`src/rtl/pc_fetch_unit.sv`:
```
// rtl/pc_fetch_unit.sv - instruction fetch front end with stall, flush redirect and two-slot kill
module pc_fetch_unit #(
    parameter int                    PC_WIDTH   = 32,
    parameter int                    DATA_WIDTH = 32,
    parameter logic [PC_WIDTH-1:0]   RESET_PC   = '0,
    parameter logic [DATA_WIDTH-1:0] NOP_INST   = DATA_WIDTH'(32'h0000_0013)
) (
    input  logic                  clk,
    input  logic                  rst,
    input  logic                  stall,
    input  logic                  flush,
    input  logic [PC_WIDTH-1:0]   redirect_pc_i,
    output logic [PC_WIDTH-1:0]   imem_addr_o,
    input  logic [DATA_WIDTH-1:0] imem_rdata_i,
    output logic [PC_WIDTH-1:0]   current_pc_o,
    output logic [DATA_WIDTH-1:0] instruction_o,
    output logic                  valid_o,
    output logic                  misalign_o,
    output logic [31:0]           fetch_cnt_o
);

    logic [PC_WIDTH-1:0] pc_q;
    logic [PC_WIDTH-1:0] pc_d1;
    logic [1:0]          kill_cnt;
    logic                boot;
    logic [31:0]         fetch_cnt;
    logic                misalign;

    logic                flush_eff;
    logic                masked;

    // Output pair: rdata always belongs to pc_d1; boot, a live redirect or an open kill window blank the slot
    always_comb begin
        flush_eff     = flush & ~stall;
        masked        = boot | flush_eff | (kill_cnt != 2'd0);
        imem_addr_o   = pc_q;
        current_pc_o  = pc_d1;
        valid_o       = ~masked;
        instruction_o = masked ? NOP_INST : imem_rdata_i;
        misalign_o    = misalign;
        fetch_cnt_o   = fetch_cnt;
    end

    // PC sequencing and kill window: stall beats flush, flush beats sequential +4
    always_ff @(posedge clk) begin
        if (rst) begin
            pc_q      <= RESET_PC;
            pc_d1     <= RESET_PC;
            kill_cnt  <= 2'd0;
            boot      <= 1'b1;
            fetch_cnt <= 32'd0;
            misalign  <= 1'b0;
        end else begin
            pc_d1    <= pc_q;
            boot     <= 1'b0;
            misalign <= flush_eff && (redirect_pc_i[1:0] != 2'b00);
            if (!masked && !stall) begin
                fetch_cnt <= fetch_cnt + 32'd1;
            end
            if (!stall) begin
                if (flush_eff) begin
                    pc_q     <= {redirect_pc_i[PC_WIDTH-1:2], 2'b00};
                    kill_cnt <= 2'd1;
                end else begin
                    pc_q <= pc_q + PC_WIDTH'(4);
                    if (kill_cnt != 2'd0) begin
                        kill_cnt <= kill_cnt - 2'd1;
                    end
                end
            end
        end
    end

endmodule

```
`config.mk`:
```
export PLATFORM = sky130hd
export DESIGN_NAME = pc_fetch_unit
export DESIGN_NICKNAME = d
export VERILOG_FILES = /design/src/rtl/pc_fetch_unit.sv
export SDC_FILE = /design/constraint.sdc
export NUM_CORES = 1
export LEC_CHECK = 0
export BUFFER_PORTS_ARGS = -buffer_cell sky130_fd_sc_hd__buf_2
export CAP_MARGIN = 10
export CORE_MARGIN = 2
export CORE_UTILIZATION = 48
export CTS_CLUSTER_DIAMETER = 80
export DETAILED_ROUTE_END_ITERATION = 10
export PLACE_DENSITY = 0.78
export SLEW_MARGIN = 10
export SYNTH_ARGS = -nofsm -noshare
export SYNTH_HDL_FRONTEND = slang
export SYNTH_SLANG_ARGS = --single-unit
```
`constraint.sdc`:
```
create_clock -name clk -period 3 [get_ports clk]
set_input_delay 0.3 -clock clk [delete_from_list [all_inputs] [get_ports clk]]
set_output_delay 0.3 -clock clk [all_outputs]
set_load 0.005 [all_outputs]
```
==> results.toml <==
[critical_path]
cp_max_fo = 16
reg2reg_depth = 6
cp-end-kind = "flop"
cp-endpoint = "fetch_cnt_o[25]$_SDFFE_PP0P_"
worstSetupPathType = "flop to flop"
critPathLaunch = "kill_cnt[0]$_SDFFE_PP0P_"
startpoint_type = "flop"
worst_r2r_endpoint = "fetch_cnt_o[25]$_SDFFE_PP0P_"
crit_arrival_ns = 2.84
rrSetupSlack_ns = 0.40
r2r_start = "kill_cnt[0]$_SDFFE_PP0P_"
cp.required_ns = 3.25

[power_and_ir_drop]
switching_share_pct = 25.37
pwr-share-clk_pct = 35.7
seqPwrFrac_pct = 52.2
p_leak_uw = 0.002603
power.internal_uw = 1958
cellPowerDensity_nw_per_um2 = 435.9
comb_power_share_pct = 12.1
switching_power_uw = 665.5
peakVddDrop_uv = 242.0

[worst_hold_path]
hold_path.class = "input port to flop"
whs_path_depth = 3

[global_route]
antenna_found_initial = 1
grt_overflow = 0
top_usage_layer = "met2"
met1_usage_pct = 31.59
grt_pass1_vias = 4819
met2_usage_pct = 47.11
grt_max_degree = 49
grt_use_total_pct = 26.10
grt_pass1_wl_um = 23120
grt.met3_usage_pct = 4.405

[synth]
yosys_register_bits = 96
yosysTopAreaCellShare_pct = 40.38
synth_edf_count = 0
synth_common_cells = "96 x dfxtp_1, 52 x nor2_1, 36 x nand2_1"
synth-seq-area-share_pct = 40.38
ys_async_sr_fraction_pct = 0
yosys_warnings = 0
synth_cells = 579
synth.most_common_cell = "dfxtp_1"
syn_area_per_cell_um2 = 8.220
synth_top_flop_cell = "dfxtp_1"
yosys.area.top_type = "dfxtp_1"
syn_area_um2 = 4760
ys_types = 57
yosys-top-cells-area = "dfxtp_1 40%, and2_1 4.2%, nor2_1 4.1%"

[timing]
maxSlewViolCount = 0
finalSetupViolations = 0
fin_setup_tns_ns = 0
hold_viol = 0
period_share_pct = 86.56
rsz0062_at_grt = "no"
min_period_ns = 2.597
fin_skew_ns = 0.01014
timing.fmax_ghz = 0.3851
relSlewSlack_pct = 41.18
worst_pin_slew_ns = 0.8700

[clock_tree]
root_buffer = "clkbuf_8"
cts_resized = 0
postCtsHoldBufs = 0
clockBufferDepth = 2
cts_sinks = 96
clkTransAtPathRegs_ns = 0.10
worst_skew_pair.late_latency_ns = 0.36
cts_setup_buffers = 0
cts_made_buffers = 9
cts_tree = "done"
h-tree-depth = 3

[drt]
first_pass_iters = 6
antenna_left = 0
vias = 5150
wl_um = 14550
drc_errors = 0
drtIter0Drc = 332
post_drt_wl_per_cell_um = 16.35
vias_per_cell = 5.787

[finish]
nFillCells = 852
drive_gt1_share_pct = 30.69
multi_input_area_um2 = 2589
area_growth_pct = 26.45
final_cells = 890
stdcell_area_um2 = 6018
final_nets = 823
seqCellArea_um2 = 1922

[place]
portBuffers = 193
gp_congestion = 0.9346
place_area_um2 = 5797
place_inst = 874
dpl.hpwl_um = 10420

[floorplan]
initial_core_util_pct = 49.15
coreArea_um2 = 9684
die_x_um = 103.6
boundaryPins = 198
fp.dieH_um = 103.6
std_cell_rows = 36
die-area_um2 = 10730

[run_status]
status = "complete, no violations"

[flow_run]
cap_violations = 0
==> worst max-delay path, cell delays in order (launching register included) <==
cell and delay, ns:
dfxtp_1 0.31, inv_1 0.08, ha_1 0.24, or4b_4 0.57
or3_1 0.59, nor4_1 0.33, mux2_2 0.36
==> logic make-up after synthesis <==
group	after synthesis	share of synthesized area (%)
simple gates	271	31.47
compound gates	128	18.38
flops	96	40.38
buf+inv	64	5.573
xor+xnor	8	1.472
mux	8	1.867
fa+ha+maj	3	0.7887
other cells	1	0.07879
==> power by group through the flow <==
stage / Clock (µW) / Combinational, µW / Sequential, µW
floorplan: 0 / 176 / 1390
global placement: 0 / 309 / 1390
detailed placement: 0 / 316 / 1400
CTS: 947 / 318 / 1370
global route: 1000 / 353 / 1380
finish: 937 / 317 / 1370
==> placed cells by master (no fill, tap or decap), types with 3 or more instances in the layout <==
cell and n:
buf_2 193, dfxtp_1 96, nor2_1 52, nand2_1 36, and2_1 32, a21oi_1 31, nor2b_1 30, nand3_1 20
nor4_1 20, o21ai_0 19, inv_1 18, nand4_1 18, or4_1 18, a22oi_1 15, o31ai_1 14, buf_4 11
and3_1 10, clkbuf_8 10, nor3_1 9, or3_1 8, mux2_2 7, a31oi_1 7, and4_1 6, xnor2_1 6
a211oi_1 6, a311o_1 5, nand2b_1 4, a21o_1 4, o31a_1 4, conb_1 4, o211ai_1 3, o32ai_1 3
ha_1 3
==> final cells by class <==
cell class	instances	share of cell area (%)
multi-input combinational	422	43.01
sequential	96	31.93
timing repair buffer	204	17.42
tap	133	2.765
clock buffer	10	2.287
clock inverter	5	1.351
inverter	19	1.185
antenna	1	0.04158
==> per-layer routing <==
layer	up-vias	part of all wire, %	wire (µm)
met5	-	0	0
met4	0	2.1	310
met3	24	7.8	1133
met2	267	50	7223
met1	2402	40	5885
li1	2457	-	-
==> worst min path at each step <==
stage          slack [ns]                      from                        to
3_3_place_gp         0.46  kill_cnt[1]$_SDFFE_PP0P_  kill_cnt[1]$_SDFFE_PP0P_
2_1_floorplan        0.33                       rst              boot$_DFF_P_
3_5_place_dp         0.49  kill_cnt[1]$_SDFFE_PP0P_  kill_cnt[1]$_SDFFE_PP0P_
6_report             0.21          redirect_pc_i[0]     misalign_o$_SDFF_PP0_
5_1_grt              0.22          redirect_pc_i[0]     misalign_o$_SDFF_PP0_
4_1_cts              0.20          redirect_pc_i[0]     misalign_o$_SDFF_PP0_
==> metrics by stage <==
step                power (µW)  util [%]  hold slack (ns)  setup WS, ns
floorplan                 1562         -           0.3277        0.6720
global placement          1704     59.86           0.4622        0.5375
detailed placement        1714     59.86           0.4856        0.4093
CTS                       2633     62.12           0.2021        0.3969
global route              2729     62.14           0.2158        0.2397
finish                    2624     62.14           0.2086        0.4033
==> registers in the layout, indices dropped and copies added, names as in the netlist <==
name / count
fetch_cnt_o: 32
current_pc_o: 30
imem_addr_o: 30
kill_cnt: 2
boot: 1
misalign_o: 1
Power figures use the tool's default switching activity.
